File: config.mk
export PLATFORM = sky130hd
export DESIGN_NAME = subreg_rate_meter
export DESIGN_NICKNAME = d
export VERILOG_FILES = /design/src/rtl/subreg_pkg.sv /design/src/rtl/subreg_gap_tracker.sv /design/src/rtl/subreg_rate_meter.sv
export SDC_FILE = /design/constraint.sdc
export NUM_CORES = 1
export LEC_CHECK = 0
export ABC_AREA = 1
export BUFFER_PORTS_ARGS = -buffer_cell sky130_fd_sc_hd__buf_4
export CORE_MARGIN = 1.5
export CORE_UTILIZATION = 45
export CTS_BUF_LIST = sky130_fd_sc_hd__clkbuf_8
export DETAILED_ROUTE_END_ITERATION = 8
export GPL_TIMING_DRIVEN = 0
export PLACE_DENSITY = 0.73
export REMOVE_ABC_BUFFERS = 1
export SYNTH_ARGS = -nofsm -noshare
export SYNTH_HDL_FRONTEND = slang
export SYNTH_HIERARCHICAL = 1
export SYNTH_SLANG_ARGS = --single-unit
File: constraint.sdc
create_clock -name CK_i -period 3.05 [get_ports CK_i]
set_clock_uncertainty 0.15 [all_clocks]
set_input_delay 0.1525 -clock CK_i [delete_from_list [all_inputs] [get_ports CK_i]]
set_output_delay 0.1525 -clock CK_i [all_outputs]
set_load 0.01 [all_outputs]
File: src/rtl/subreg_pkg.sv
// Shared definitions for the sub-regulated divider / rate meter family:
// gate FSM state encoding and default period width.
package subreg_pkg;

  localparam int unsigned C_PERIOD_W_DEF = 31;

  typedef enum logic [0:0] {
    IDLE = 1'b0,
    GATE = 1'b1
  } state_t;

endpackage

File: src/rtl/subreg_gap_tracker.sv
// Pulse-spacing tracker: measures clocks between EN_i highs and keeps per-gate
// min/max. Instantiated by subreg_rate_meter under SUBREG_RATE_METER_GAP_CHK_EN.
module subreg_gap_tracker
  import subreg_pkg::*;
#(
  parameter int unsigned C_PERIOD_W = C_PERIOD_W_DEF
) (
  input  logic                  CK_i,
  input  logic                  XARST_i,
  input  logic                  EN_i,
  input  logic                  gate_start_i,
  input  logic                  gate_end_i,
  input  logic                  active_i,
  output logic [C_PERIOD_W-1:0] GAP_MIN_o,
  output logic [C_PERIOD_W-1:0] GAP_MAX_o
);

  localparam logic [C_PERIOD_W-1:0] ONES = '1;
  localparam logic [C_PERIOD_W-1:0] ONE  = C_PERIOD_W'(1);

  logic                  armed_q,   armed_d;
  logic [C_PERIOD_W-1:0] dist_q,    dist_d;
  logic [C_PERIOD_W-1:0] min_q,     min_d;
  logic [C_PERIOD_W-1:0] max_q,     max_d;
  logic [C_PERIOD_W-1:0] gap_min_q, gap_min_d;
  logic [C_PERIOD_W-1:0] gap_max_q, gap_max_d;
  logic [C_PERIOD_W-1:0] min_nxt,   max_nxt;

  always_comb begin
    armed_d   = armed_q;
    dist_d    = dist_q;
    min_d     = min_q;
    max_d     = max_q;
    gap_min_d = gap_min_q;
    gap_max_d = gap_max_q;
    // Accumulators restart on the first gate cycle, so a gap closing there counts.
    min_nxt   = gate_start_i ? ONES : min_q;
    max_nxt   = gate_start_i ? '0   : max_q;
    if (!active_i) begin
      armed_d = 1'b0;
      dist_d  = '0;
      min_d   = '0;
      max_d   = '0;
    end else begin
      if (EN_i) begin
        if (armed_q) begin
          if (dist_q < min_nxt) min_nxt = dist_q;
          if (dist_q > max_nxt) max_nxt = dist_q;
        end
        armed_d = 1'b1;
        dist_d  = ONE;
      end else if (armed_q && (dist_q != ONES)) begin
        dist_d = dist_q + ONE;
      end
      min_d = min_nxt;
      max_d = max_nxt;
      if (gate_end_i) begin
        gap_min_d = min_nxt;
        gap_max_d = max_nxt;
      end
    end
  end

  always_ff @(posedge CK_i or negedge XARST_i) begin
    if (!XARST_i) begin
      armed_q   <= 1'b0;
      dist_q    <= '0;
      min_q     <= '0;
      max_q     <= '0;
      gap_min_q <= '0;
      gap_max_q <= '0;
    end else begin
      armed_q   <= armed_d;
      dist_q    <= dist_d;
      min_q     <= min_d;
      max_q     <= max_d;
      gap_min_q <= gap_min_d;
      gap_max_q <= gap_max_d;
    end
  end

  assign GAP_MIN_o = gap_min_q;
  assign GAP_MAX_o = gap_max_q;

endmodule

File: src/rtl/subreg_rate_meter.sv
// Counts EN_i highs over back-to-back gates of PERIOD_i clocks.
// Gap statistics are built only when SUBREG_RATE_METER_GAP_CHK_EN is defined.
module subreg_rate_meter
  import subreg_pkg::*;
#(
  parameter int unsigned C_PERIOD_W = C_PERIOD_W_DEF
) (
  input  logic                  CK_i,
  input  logic                  XARST_i,
  input  logic                  RUN_i,
  input  logic [C_PERIOD_W-1:0] PERIOD_i,
  input  logic                  EN_i,
  output logic [C_PERIOD_W-1:0] PULSE_N_o,
  output logic                  DONE_o,
  output logic [C_PERIOD_W-1:0] GAP_MIN_o,
  output logic [C_PERIOD_W-1:0] GAP_MAX_o
);

  localparam logic [C_PERIOD_W-1:0] ONE = C_PERIOD_W'(1);

  state_t                state_q,   state_d;
  logic [C_PERIOD_W-1:0] per_q,     per_d;
  logic [C_PERIOD_W-1:0] gcnt_q,    gcnt_d;
  logic [C_PERIOD_W-1:0] pcnt_q,    pcnt_d;
  logic [C_PERIOD_W-1:0] pulse_n_q, pulse_n_d;
  logic                  done_q,    done_d;

  logic                  idle;
  logic                  active;
  logic                  last;
  logic [C_PERIOD_W-1:0] cur_per;
  logic [C_PERIOD_W-1:0] gcnt_cur;
  logic [C_PERIOD_W-1:0] cnt;

  // The IDLE cycle that sees RUN_i high is already gate cycle 0, using PERIOD_i
  // directly, so the first strobe lands exactly per cycles after RUN_i rises.
  always_comb begin
    idle     = (state_q == IDLE);
    cur_per  = idle ? PERIOD_i : per_q;
    gcnt_cur = idle ? '0 : gcnt_q;
    cnt      = (idle ? '0 : pcnt_q) + C_PERIOD_W'(EN_i);
    active   = RUN_i && (!idle || (PERIOD_i != '0));
    last     = active && (gcnt_cur == (cur_per - ONE));
  end

  always_comb begin
    state_d   = IDLE;
    per_d     = per_q;
    gcnt_d    = '0;
    pcnt_d    = '0;
    pulse_n_d = pulse_n_q;
    done_d    = 1'b0;
    if (active) begin
      if (last) begin
        pulse_n_d = cnt;
        done_d    = 1'b1;
        per_d     = PERIOD_i;
        state_d   = (PERIOD_i != '0) ? GATE : IDLE;
      end else begin
        per_d     = cur_per;
        gcnt_d    = gcnt_cur + ONE;
        pcnt_d    = cnt;
        state_d   = GATE;
      end
    end
  end

  always_ff @(posedge CK_i or negedge XARST_i) begin
    if (!XARST_i) begin
      state_q   <= IDLE;
      per_q     <= '0;
      gcnt_q    <= '0;
      pcnt_q    <= '0;
      pulse_n_q <= '0;
      done_q    <= 1'b0;
    end else begin
      state_q   <= state_d;
      per_q     <= per_d;
      gcnt_q    <= gcnt_d;
      pcnt_q    <= pcnt_d;
      pulse_n_q <= pulse_n_d;
      done_q    <= done_d;
    end
  end

  assign PULSE_N_o = pulse_n_q;
  assign DONE_o    = done_q;

`ifdef SUBREG_RATE_METER_GAP_CHK_EN
  logic gate_start;
  assign gate_start = active && (gcnt_cur == '0);

  subreg_gap_tracker #(
    .C_PERIOD_W (C_PERIOD_W)
  ) u_gap (
    .CK_i         (CK_i),
    .XARST_i      (XARST_i),
    .EN_i         (EN_i),
    .gate_start_i (gate_start),
    .gate_end_i   (last),
    .active_i     (active),
    .GAP_MIN_o    (GAP_MIN_o),
    .GAP_MAX_o    (GAP_MAX_o)
  );
`else
  assign GAP_MIN_o = '0;
  assign GAP_MAX_o = '0;
`endif

endmodule

==> results.md <==
* Status: finished with violations
* Failing checks: negative setup slack
* Initial Util at 45.7%
* CTS tree: built
* Vias post-DR at 10.8k
* P_leak at 6.47 nW
* WP data required at 3.26 ns
* WL/cell at 18.4 um
* Final Cycle Share at 115%
* Top-area cell type share of the netlist area at 32.9%
* Chip width at 149 um
* Synth-to-layout area growth at 33.6%
* Layout filler cell count at 1852
* WHS at 0.0294 ns
* Final net count at 1721
* Post-route ant nets at 0
* CTS Root Cell: clkbuf_8
* Core Area at 21000 um2
* Slew margin rel. at 17.5%
* Synthesis Warnings at 6
* Actual slew at the worst max-slew pin at 1.24 ns
* Setup Crit Path Kind: reg -> reg
* Site Rows at 53
* Clock Sinks at 126
* Worst-path clk slew at 0.09 ns
* GR Overflow Total at 0
* Placed cell count at 1793
* Final Worst Setup Slack at -0.466 ns
* Synthesized cell area at 9570 um2
* Sequential cell area at 3160 um2
* Layout cell share with drive strength beyond 1 at 23.9%
* R2r startpoint: state_q$_DFF_PN0_
* Crit start category: register
* Cell Pwr Density at 408 nW/um2
* CP endpoint kind: register
* Post-Layout Cell Count at 1971
* Largest net degree at the start of global routing at 82
* Number of setup violations in the final report at 125
* Peak Freq at 284 MHz
* Area contributors post-synth: dfrtp_1, nand2_1, inv_1
* Detailed-route DRC error count at 0
* Count of H-tree levels built during CTS at 4
* Avg Cell Area, Syn at 6.39 um2
* RSZ-0062 raised after global routing: yes
* Register area share after synthesis at 32.9%
* Global-route wire length before repair at 53000 um
* Drt pass-1 iters at 7
* Initial antenna violation count at 1
* Register-to-Register Path Depth at 20
* Yosys reg bits at 126
* Post-synthesis cell type count at 39
* Biggest area consumer among synthesized cells: dfrtp_1
* Total Routed Length at 36300 um
* Worst Path Arrival at 3.72 ns
* CTS Buf Count at 17
* Footprint of the multi-input gates at 6000 um2
* Total GRT Usage at 31.5%
* Final Hold Fails at 0
* R2r setup slk at -0.47 ns
* Final min period at 3.52 ns
* Post-DP HPWL at 18300 um
* Synthesized instance count at 1498
* Max VDD drop at 272 uV
* Util after Layout at 61.0%
* Die area at 22200 um2
* Final Max Tran Viols at 0
* Latest clock arrival within the worst-skew pair at 0.48 ns
* Die Y-Extent at 149 um
* Worst Path Max Fanout at 8
* IO buf count at 66
* Number of global-route vias before repair at 9964
* GPL Wtd Cong at 0.947
* DRT iter0 DRCs at 970
* I/O pin count at 129
* Hold WC Path Type: in -> async
* R2r endpoint: pcnt_q[15]$_DFF_PN0_
* Maxcap violations at 0
* Max Root-Sink Buffers at 2
* Via-per-instance ratio at 5.47
-- worst max-delay path by stage --
stage / startpoint / to / slack, ns
6_report: state_q$_DFF_PN0_ / pcnt_q[15]$_DFF_PN0_ / -0.47
2_1_floorplan: state_q$_DFF_PN0_ / gcnt_q[24]$_DFF_PN0_ / -3.65
4_1_cts: state_q$_DFF_PN0_ / pcnt_q[3]$_DFF_PN0_ / -0.33
3_3_place_gp: state_q$_DFF_PN0_ / gcnt_q[26]$_DFF_PN0_ / -7.48
5_1_grt: state_q$_DFF_PN0_ / pcnt_q[29]$_DFF_PN0_ / -0.56
3_5_place_dp: state_q$_DFF_PN0_ / gcnt_q[26]$_DFF_PN0_ / -3.96
-- through the flow --
stage                     setup TNS, ns  cell area [um2]  power [mW]  worst slack [ns]
final                            -49.27            12800        5.21            -0.466
after global routing             -62.66            12800        5.49            -0.563
after CTS                        -35.55            12000        5.04            -0.334
after detailed placement        -421.08             9930        3.10             -3.96
after global placement          -865.98             9850        3.06             -7.48
after floorplan                 -414.71             9010        2.74             -3.65
-- placed cells by master, fill, tap and decap left out, types with 15 or more instances in the layout --
| cell | Yosys | layout |
|---|---|---|
| buf_4 | 76 | 112 |
| clkbuf_8 | 0 | 18 |
| o21ai_0 | 25 | 23 |
| dfrtp_1 | 126 | 125 |
| a21oi_2 | 1 | 15 |
| inv_1 | 222 | 220 |
| nand2_2 | 5 | 48 |
| xor2_1 | 46 | 42 |
| nand3_4 | 1 | 16 |
| nor2_4 | 4 | 36 |
| nand4_1 | 58 | 58 |
| nand3_1 | 99 | 96 |
| conb_1 | 1 | 62 |
| nor2_2 | 12 | 50 |
| buf_6 | 10 | 17 |
| nor2_1 | 202 | 135 |
| dlygate4sd3_1 | 0 | 35 |
| a21oi_1 | 34 | 17 |
| nand2_1 | 481 | 430 |
-- routing by layer --
metal / vias to the layer above / part of all wire [%] / track usage (%)
met4: 0 / 6.5 / 17.4
met1: 4983 / 38 / 38.9
met3: 199 / 9.7 / 6.51
met5: - / 0 / 0
met2: 697 / 46 / 51.3
li1: 4897 / - / -
-- sequential cells by signal, summed over array words and instances (netlist names) --
register / count
per_q: 31
gcnt_q: 31
DONE_o: 1
pcnt_q: 31
state_q: 1
PULSE_N_o: 31
-- final cells by class --
class / count / area share, %
Timing Repair inverter: 4 / 0.372
Multi-Input combinational cell: 1112 / 46.9
Sequential cell: 126 / 24.7
Timing Repair Buffer: 188 / 14.9
Antenna cell: 1 / 0.0196
Tap cell: 275 / 2.69
Clock inverter: 14 / 1.42
Clock buffer: 18 / 1.94
Inverter: 233 / 7.08
-- worst max-delay path: stages, from the launching register on --
cell     delay (ns)
dfrtp_4        0.55
buf_16         0.20
inv_16         0.09
nand2_4        0.05
nand2_4        0.08
ha_4           0.16
inv_4          0.04
nor2_4         0.20
nand2_4        0.12
nor2_4         0.21
nand2_1        0.08
nand2_1        0.10
nand2_1        0.07
nor2_2         0.11
nand4_1        0.17
nor2_4         0.21
buf_12         0.16
nand3_4        0.21
nand2_4        0.17
buf_12         0.18
nor2_2         0.04
-- where the power goes --
group          leakage (nW)  internal [mW]  switching (mW)
Combinational          4.72          0.580            1.10
Sequential             1.53           1.78          0.0779
Clock                 0.221          0.849           0.825
Total                  6.47           3.21            2.01
-- cell usage after synthesis --
cell type	count
nand2_2	5
nor2_4	4
buf_6	10
nand3_4	1
a21oi_2	1
nand3b_1	1
nor4_2	2
o31ai_1	2
o21bai_1	1
nor2_2	12
inv_2	11
o22ai_1	2
or2_2	1
nand3_1	99
nor4_4	1
nor4_1	7
nand2_4	1
xnor2_1	11
xor2_1	46
and2_1	2
nand4_1	58
buf_2	17
o211ai_1	1
nand2_1	481
clkbuf_1	6
a21oi_1	34
dfrtp_1	126
buf_4	76
nor2_1	202
ha_1	4
inv_1	222
conb_1	1
o21ai_2	1
and3_1	1
o21ai_0	25
nor3_2	1
o21ai_1	3
nor3_1	18
a31oi_1	1
-- cells by family after synthesis --
| group | share of synthesized area (%) |
|---|---|
| simple gates | 40.0 |
| buf+inv | 17.4 |
| flops | 32.9 |
| compound gates | 3.93 |
| xor+xnor | 5.22 |
| fa+ha+maj | 0.523 |
| other cells | 0.0392 |
-- timing repair --
item,in CTS,in global routing
pin swaps,33,60
buffers inserted,56,24
cloned,25,5
gates resized for setup,130,138
endpoints found under the setup margin,126,126
hold buffers,34,1
endpoints found under the hold margin,160,1
No activity file was read; power rests on OpenSTA's default activity.
